===== config.mk =====
export PLATFORM = sky130hd
export DESIGN_NAME = fetch_queue_flat
export DESIGN_NICKNAME = d
export VERILOG_FILES = /design/src/rtl/fetch_queue_if.sv /design/src/rtl/fetch_queue.sv /design/src/flat_wrapper.sv
export SDC_FILE = /design/constraint.sdc
export NUM_CORES = 1
export LEC_CHECK = 0
export BUFFER_PORTS_ARGS = -buffer_cell sky130_fd_sc_hd__buf_2
export CORE_ASPECT_RATIO = 1.1
export CORE_MARGIN = 1.5
export CORE_UTILIZATION = 59
export DETAILED_ROUTE_END_ITERATION = 6
export GPL_TIMING_DRIVEN = 0
export PLACE_DENSITY = 0.8
export SYNTH_ARGS = -nofsm -noshare
export SYNTH_HDL_FRONTEND = slang
export SYNTH_SLANG_ARGS = --single-unit
export TNS_END_PERCENT = 5

===== constraint.sdc =====
create_clock -name clk -period 2.4 [get_ports clk]
set_input_delay 0.36 -clock clk [delete_from_list [all_inputs] [get_ports clk]]
set_output_delay 0.36 -clock clk [all_outputs]
set_load 0.01 [all_outputs]

===== src/rtl/fetch_queue_if.sv =====
// ============================================================================
// Module      : fetch_queue_if
// Description : Instruction-ROM port, redirect and delivery handshake
//               signals of the fetch queue.
// Revision    : 1.0 - initial release
// ============================================================================
`default_nettype none

interface fetch_queue_if #(
  parameter int ADDR_W = 16,
  parameter int DEPTH  = 4
);
  localparam int CNT_W = $clog2(DEPTH) + 1;

  logic              imem_req;
  logic [ADDR_W-1:0] imem_addr;
  logic [31:0]       imem_data;
  logic              redirect;
  logic [31:0]       redirect_pc;
  logic              out_valid;
  logic              out_ready;
  logic [31:0]       out_instr;
  logic [31:0]       out_pc;
  logic [CNT_W-1:0]  count;

  modport master (
    output imem_req, imem_addr, out_valid, out_instr, out_pc, count,
    input  imem_data, redirect, redirect_pc, out_ready
  );

  modport slave (
    input  imem_req, imem_addr, out_valid, out_instr, out_pc, count,
    output imem_data, redirect, redirect_pc, out_ready
  );
endinterface

`default_nettype wire


===== src/rtl/fetch_queue.sv =====
// ============================================================================
// Module      : fetch_queue
// Description : Fetch stage - owns the PC, issues ROM requests and buffers
//               fetched {pc, instr} pairs in a small FIFO for execute.
// Revision    : 1.0 - initial release
// ============================================================================
`default_nettype none

module fetch_queue #(
  parameter int          ADDR_W   = 16,
  parameter int          DEPTH    = 4,
  parameter logic [31:0] RESET_PC = 32'h0000_0000
) (
  input  wire             clk,
  input  wire             rst_n,
  fetch_queue_if.master   bus
);

  localparam int              PTR_W   = $clog2(DEPTH);
  localparam int              CNT_W   = PTR_W + 1;
  localparam logic [CNT_W:0]  c_DEPTH = (CNT_W+1)'(DEPTH);

  logic [31:0]      r_fetch_pc;
  logic             r_inflight;
  logic [31:0]      r_inflight_pc;
  logic [63:0]      r_mem [DEPTH];
  logic [PTR_W-1:0] r_rd_ptr;
  logic [PTR_W-1:0] r_wr_ptr;
  logic [CNT_W-1:0] r_count;

  logic [CNT_W:0]   w_used;
  logic             w_issue;
  logic             w_push;
  logic             w_pop;
  logic [31:0]      w_target;

  // Each in-flight fetch holds a reserved slot, so the FIFO can never overflow.
  assign w_used   = {1'b0, r_count} + {{CNT_W{1'b0}}, r_inflight};
  assign w_issue  = !bus.redirect && (w_used < c_DEPTH);
  assign w_push   = r_inflight && !bus.redirect;
  assign w_pop    = (r_count != '0) && bus.out_ready && !bus.redirect;
  assign w_target = bus.redirect_pc & 32'hFFFF_FFFC;

  always_ff @(posedge clk or negedge rst_n) begin
    if (!rst_n) begin
      r_fetch_pc    <= RESET_PC;
      r_inflight    <= 1'b0;
      r_inflight_pc <= 32'h0;
    end else if (bus.redirect) begin
      r_fetch_pc <= w_target;
      r_inflight <= 1'b0;
    end else if (w_issue) begin
      r_inflight    <= 1'b1;
      r_inflight_pc <= r_fetch_pc;
      r_fetch_pc    <= r_fetch_pc + 32'd4;
    end else begin
      r_inflight <= 1'b0;
    end
  end

  always_ff @(posedge clk or negedge rst_n) begin
    if (!rst_n) begin
      r_rd_ptr <= '0;
      r_wr_ptr <= '0;
      r_count  <= '0;
    end else if (bus.redirect) begin
      r_rd_ptr <= '0;
      r_wr_ptr <= '0;
      r_count  <= '0;
    end else begin
      if (w_push) r_wr_ptr <= r_wr_ptr + 1'b1;
      if (w_pop)  r_rd_ptr <= r_rd_ptr + 1'b1;
      case ({w_push, w_pop})
        2'b10:   r_count <= r_count + 1'b1;
        2'b01:   r_count <= r_count - 1'b1;
        default: r_count <= r_count;
      endcase
    end
  end

  always_ff @(posedge clk or negedge rst_n) begin
    if (!rst_n) begin
      for (int i = 0; i < DEPTH; i++) r_mem[i] <= 64'h0;
    end else if (w_push) begin
      r_mem[r_wr_ptr] <= {r_inflight_pc, bus.imem_data};
    end
  end

  assign bus.imem_req  = w_issue;
  assign bus.imem_addr = r_fetch_pc[ADDR_W-1:0];
  assign bus.out_valid = (r_count != '0);
  assign bus.out_instr = r_mem[r_rd_ptr][31:0];
  assign bus.out_pc    = r_mem[r_rd_ptr][63:32];
  assign bus.count     = r_count;

endmodule

`default_nettype wire


===== src/flat_wrapper.sv =====
// flat-port wrapper written by rule: the top's interface ports become plain ports
module fetch_queue_flat 
#(
  parameter int          ADDR_W   = 16,
  parameter int          DEPTH    = 4,
  parameter logic [31:0] RESET_PC = 32'h0000_0000
)
  (clk, rst_n, bus_imem_req, bus_imem_addr, bus_out_valid, bus_out_instr, bus_out_pc, bus_count, bus_imem_data, bus_redirect, bus_redirect_pc, bus_out_ready);
  fetch_queue_if #(.ADDR_W(ADDR_W), .DEPTH(DEPTH)) bus_i ();
  input  wire clk;
  input  wire rst_n;
  output wire logic [$bits(bus_i.imem_req)-1:0] bus_imem_req;
  output wire logic [$bits(bus_i.imem_addr)-1:0] bus_imem_addr;
  output wire logic [$bits(bus_i.out_valid)-1:0] bus_out_valid;
  output wire logic [$bits(bus_i.out_instr)-1:0] bus_out_instr;
  output wire logic [$bits(bus_i.out_pc)-1:0] bus_out_pc;
  output wire logic [$bits(bus_i.count)-1:0] bus_count;
  input wire logic [$bits(bus_i.imem_data)-1:0] bus_imem_data;
  input wire logic [$bits(bus_i.redirect)-1:0] bus_redirect;
  input wire logic [$bits(bus_i.redirect_pc)-1:0] bus_redirect_pc;
  input wire logic [$bits(bus_i.out_ready)-1:0] bus_out_ready;
  assign bus_imem_req = bus_i.imem_req;
  assign bus_imem_addr = bus_i.imem_addr;
  assign bus_out_valid = bus_i.out_valid;
  assign bus_out_instr = bus_i.out_instr;
  assign bus_out_pc = bus_i.out_pc;
  assign bus_count = bus_i.count;
  assign bus_i.imem_data = bus_imem_data;
  assign bus_i.redirect = bus_redirect;
  assign bus_i.redirect_pc = bus_redirect_pc;
  assign bus_i.out_ready = bus_out_ready;
  fetch_queue #(.ADDR_W(ADDR_W), .DEPTH(DEPTH), .RESET_PC(RESET_PC)) u_core (.clk(clk), .rst_n(rst_n), .bus(bus_i));
endmodule

### Word level (Yosys, flattened, before mapping)

Cells that the tools add are included.

| storage, ports and cells | value |
|---|---|
| register bits after elaboration | 328 |
| input port bits | 68 |
| output and inout port bits | 85 |
| logic and storage cells | 53 |

| cells by class | value |
|---|---|
| add/subtract/negate cells | 6 |
| magnitude comparators | 4 |
| equality and inequality tests | 2 |
| muxes and demuxes | 16 |
| bitwise logic cells | 3 |
| reduce and logical (&&, ||, !) cells | 12 |

Operators with widths:

| operator | count |
|---|---|
| 256-bit bitwise mux | 1 |
| 64-bit 2-to-1 mux | 3 |
| 64-bit binary-select mux with 2-bit select | 1 |
| 64-bit demux with 2-bit select | 1 |
| 32-bit 2-to-1 mux | 2 |
| 32-bit by 3-bit adder with 32-bit output, second input constant | 1 |
| 2-bit 2-to-1 mux | 4 |
| 3-bit >= comparator, second input constant | 2 |
| 2-bit inverter with 3-bit output | 2 |
| 3-bit case mux with 2 select lines | 1 |
| 2-bit nonzero test | 3 |
| 3-bit nonzero test | 2 |
| 1-bit logical AND | 5 |
| 2-bit by 1-bit adder with 2-bit output, second input constant | 2 |
| 3-bit by 1-bit adder with 4-bit output | 1 |
| 4-bit by 3-bit less-than comparator with 1-bit output, second input constant | 1 |
| 3-bit by 1-bit adder with 3-bit output, second input constant | 1 |
| 3-bit by 1-bit less-than comparator with 1-bit output, second input constant | 1 |
| 3-bit 2-to-1 mux | 1 |
| 3-bit by 1-bit subtractor with 3-bit output, second input constant | 1 |
| 2-bit by 1-bit equality test with 1-bit output, second input constant | 1 |
| 2-bit equality test, second input constant | 1 |
| 1-bit 2-to-1 mux | 2 |
| 2-bit AND reduction | 1 |
| 2 further kinds | 2 |

### Depth between registers and ports, before layout

| logic depth | value |
|---|---|
| depth after elaboration | 6 |
| gate-level depth with buffers | 8 |
| mapped depth without buffers | 7 |

### Worst setup path after synthesis

Ideal clock, no wire load.

| timing path | value |
|---|---|
| path type | reg2reg |
| from | reg u_core.r_count[2] (netlist: u_core.bus.count[2]) |
| to | reg u_core.r_count[2] (netlist: u_core.bus.count[2]) |
| setup time | 132 ps |
| data arrival time | 1985 ps |
| data required time | 2268 ps |
| slack | 283 ps |
| stages on the path, launching flop included | 9 |
| path buffers | 1 |
| period minus slack after synthesis | 2117 ps |
| cells stage by stage | dfrtp_1 buf_2 o31ai_2 nor3_1 fa_1 or3_1 nand2_1 xnor2_1 nor2_1 |

| between the ends | value |
|---|---|
| word-level cells in the longest chain between the ends | 6 |
| elaborated cells between the ends (all ways) | 10 |
| those cells by class | add/sub: 2; eq/ne: 2; mux: 2; reduce/logical: 4 |

Ends and longest elaborated chain:

| item | RTL line | text |
|---|---|---|
| start: declaration | fetch_queue.sv:29 | `logic [CNT_W-1:0] r_count;` |
| start signal: assignment | fetch_queue.sv:74 | `2'b10: r_count <= r_count + 1'b1;` |
| start signal: assignment | fetch_queue.sv:75 | `2'b01: r_count <= r_count - 1'b1;` |
| start signal: assignment | fetch_queue.sv:76 | `default: r_count <= r_count;` |
| 3-bit nonzero test | fetch_queue.sv:41 | `assign w_pop = (r_count != '0) && bus.out_ready && !bus.redirect;` |
| 1-bit logical AND (2 in a row) | fetch_queue.sv:41 |  |
| 2-bit by 1-bit equality test with 1-bit output or 2-bit equality test (tied branches) | fetch_queue.sv:73 | `case ({w_push, w_pop})` |
| 3-bit case mux with 2 select lines | fetch_queue.sv:73 |  |
| 3-bit 2-to-1 mux | fetch_queue.sv:66 | `end else if (bus.redirect) begin` |

Several ways; a longest one is shown, not always the timed one.
A chain may end at the register's enable or synchronous reset.

### Final worst setup path

| timing path | value |
|---|---|
| from | reg u_core.r_rd_ptr[0] |
| to | out bus_out_pc[16] |

| between the ends | value |
|---|---|
| word-level cells in the longest chain between the ends | 4 |

Ends and longest elaborated chain:

| item | RTL line | text |
|---|---|---|
| start: declaration | fetch_queue.sv:27 | `logic [PTR_W-1:0] r_rd_ptr;` |
| start signal: assignment | fetch_queue.sv:72 | `if (w_pop) r_rd_ptr <= r_rd_ptr + 1'b1;` |
| 2-bit inverter with 3-bit output (not written as such) | fetch_queue.sv:93 | `assign bus.out_pc = r_mem[r_rd_ptr][63:32];` |
| 64-bit binary-select mux with 2-bit select | fetch_queue.sv:93 |  |
| 64-bit 2-to-1 mux (2 in a row) | n/a |  |
| end: declaration | flat_wrapper.sv:16 | `output wire logic [$bits(bus_i.out_pc)-1:0] bus_out_pc;` |

No other way between the ends. The select of a mux whose other input is x is not followed.

==> reports/qor.csv <==
stage,metric,value,unit
critical_path,end_kind,output pin,
cells_and_area,nFillCells,1582,
power,p_comb_frac,0.321,
critical_path,arrival,2.05,ns
die,ioPinCount,153,
cts,clk_pin_slew,0.07,ns
sta,finalSetupViolations,2,
placement,pre_cts_slack,-0.233,ns
die,die_width,150,µm
cts,cts_sinks,316,
power,ir_drop,0.747,mV
grt,grt_pass1_vias,8655,
synth,synth_most_common_cell,dfrtp_1,
placement,io_buffers,146,
power,power_density,1290,nW/µm²
sta,holdWs,0.0511,ns
synth,syn-instance-count,913,
drt,drtPass1Iterations,4,
sta,clock_skew,0.0211,ns
job,maxCapViolCount,0,
grt,grt_pass1_wl,46500,µm
synth,synth_top_area_share,0.562,
sta,hold_viol,0,
die,num_rows,59,
cells_and_area,num_antenna_cells,0,
cells_and_area,finalNonFillerCells,1432,
sta,max_freq,415,MHz
cells_and_area,finalNetCount,1175,
synth,ys_seq_area_frac,0.562,
sta,drv_slew,0,
sta,period_share,1.00,
status,violations,setup timing,
sta,layout_min_cycle_time,2.41,ns
synth,ys.flop_type,dfrtp_1,
sta,slew_headroom,0.507,
die,die_area,24800,µm²
synth,ys_ff_latch,316,
critical_path,start_kind,register,
synth,async_flop_share,1.00,
placement,dpl_cell_area,15300,µm²
power,power.internal,0.0150,W
cells_and_area,fin_area,16500,µm²
cts,root_buffer,clkbuf_16,
drt,drt_iter0_markers,459,
sta,max_slew.worst_pin.slew,0.734,ns
placement,dp_cells,1369,
placement,dp_hpwl,19300,µm
drt,drc,0,
status,status,"finished, violations left",
grt,grt_max_degree,126,
grt,antenna_found_initial,0,
grt,grt_overflow,0,
cts,clkLatencyLatePin,0.52,ns
power,seqPwrFrac,0.423,
cts,cts_made_buffers,34,
critical_path,worst-path-max-fanout,10,
drt,num_vias,8256,
sta,fin_setup_tns,-0.0101,ns
cts,cts_tree,built,
drt,drt-wirelength-per-cell,20.3,µm
die,die_h,165,µm
synth,avgSynthCellArea,15.4,µm²
power,sw_frac_of_total,0.295,
critical_path,rrSetupSlack,0.15,ns
synth,yosysTopAreaCell,dfrtp_1,
synth,ys_top_cells_by_count,"dfrtp_1 (316), mux2_2 (280), mux4_2 (62), nand2_1 (44), buf_2 (35)",
drt,final_antenna_net_count,0,
power,switchingPower,0.00626,W
die,core,23500,µm²
critical_path,cp.required,2.04,ns
synth,synthesis.area,14100,µm²
hold_path,min-delay-path-class,in2reg,
synth,synth.distinct_cells,34,
cells_and_area,area_growth,17.4,%
sta,rsz0062_at_grt,yes,
synth,synth_edf_count,0,
die,initial_core_util,0.597,
cells_and_area,layout-drive-gt1-share,0.548,
cts,cts_buffer_depth,3,
sta,worst_slack,-0.00869,ns
drt,wirelength,29100,µm
cts,htreeDepth,2,
synth,synthTopCellsByArea,"dfrtp_1 (56%), mux2_2 (22%), mux4_2 (9.9%)",
critical_path,critPathKind,reg2out,
drt,via_per_inst,5.77,
synth,synth_warnings,0,
power,leakagePower,7.58,nW
grt,grtUsageTotal,0.245,
placement,place.gp.congestion,0.880,
power,clock_power_share,0.256,
## flip-flops by register name, indices dropped and copies added (netlist names)
signal	cells
u_core.r_rd_ptr	2
u_core.r_wr_ptr	2
u_core.r_inflight	1
u_core.r_inflight_pc	30
u_core.bus.count	3
u_core.r_mem	248
u_core.r_fetch_pc	30
## stage by stage
stage	power [W]	util
after detailed placement	0.0158	0.648
after global placement	0.0155	0.645
final	0.0212	0.701
after floorplan	0.0135	-
after CTS	0.0214	0.701
after global routing	0.0224	0.701
## per-layer routing
| metal | vias to the layer above | share of wire | global-route usage |
|---|---|---|---|
| li1 | 3712 | - | - |
| met1 | 4295 | 0.43 | 0.339 |
| met2 | 213 | 0.51 | 0.412 |
| met3 | 36 | 0.056 | 0.0403 |
| met4 | 0 | 0.013 | 0.0557 |
| met5 | - | 0 | 0 |
## power groups by stage
| stage | combinational, W | clock (W) | sequential, W |
|---|---|---|---|
| after detailed placement | 0.00681 | 0 | 0.00900 |
| after CTS | 0.00690 | 0.00553 | 0.00897 |
| after global routing | 0.00738 | 0.00576 | 0.00927 |
| final | 0.00681 | 0.00544 | 0.00898 |
| after global placement | 0.00662 | 0 | 0.00886 |
| after floorplan | 0.00499 | 0 | 0.00851 |
## worst paths after layout
kind                                      from                     to  cells after the start
max                         u_core.r_rd_ptr[0]         bus_out_pc[16]                      3
min                        bus_redirect_pc[10]  u_core.r_fetch_pc[10]                      3
max reg2reg                u_core.bus.count[1]    u_core.bus.count[2]                      7
min reg2reg                  u_core.r_mem[122]      u_core.r_mem[122]                      1
max in group asynchronous                rst_n       u_core.r_mem[56]                      3
min in group asynchronous                rst_n      u_core.r_mem[198]                      2
## cells by family (layout without fill, tap and decap cells)
| group | Yosys count | after routing | synth area share |
|---|---|---|---|
| other cells | 1 | 4 | 0.000267 |
| fa+ha+maj | 6 | 6 | 0.00587 |
| compound gates | 30 | 30 | 0.0124 |
| buf+inv | 76 | 287 | 0.0293 |
| flops | 316 | 316 | 0.562 |
| simple gates | 104 | 104 | 0.0424 |
| xor+xnor | 35 | 35 | 0.0218 |
| mux | 345 | 345 | 0.326 |
## cell usage in the layout, fill, tap and decap left out, types with 4 or more instances in the layout
master	n
ha_1	5
o21ai_1	6
clkbuf_8	6
clkbuf_1	17
nand2_1	44
dfrtp_1	315
xor2_1	16
buf_4	23
nor3_1	4
mux4_2	62
nor4_4	4
and3_1	6
nand4_1	8
buf_6	6
mux2_2	280
nand3_1	10
inv_1	5
buf_2	174
bufinv_16	4
xnor2_1	19
nor2_1	10
o21ai_0	22
conb_1	4
clkbuf_16	35
## final cells by class
cell class	instances	area, µm²	area share
Buffer	69	433	0.0262
Tap cell	305	382	0.0231
Sequential cell	316	7910	0.479
Inverter	5	18.8	0.00114
Clock buffer	51	996	0.0603
Clock inverter	11	184	0.0111
Timing Repair Buffer	151	821	0.0497
Multi-Input combinational cell	524	5770	0.349
## worst max-delay path, cell delays in order, from the launching register on
cell,delay [ns]
dfrtp_2,0.52
buf_6,0.26
mux4_2,0.59
buf_2,0.17
## repair_timing
action,4_1_cts,5_1_grt
setup endpoints to repair,64,45
buffers inserted,1,1
hold buffers,1,0
hold endpoints to repair,74,0
gates resized for setup,22,2
Note: power is estimated with default switching activity, not from simulation.
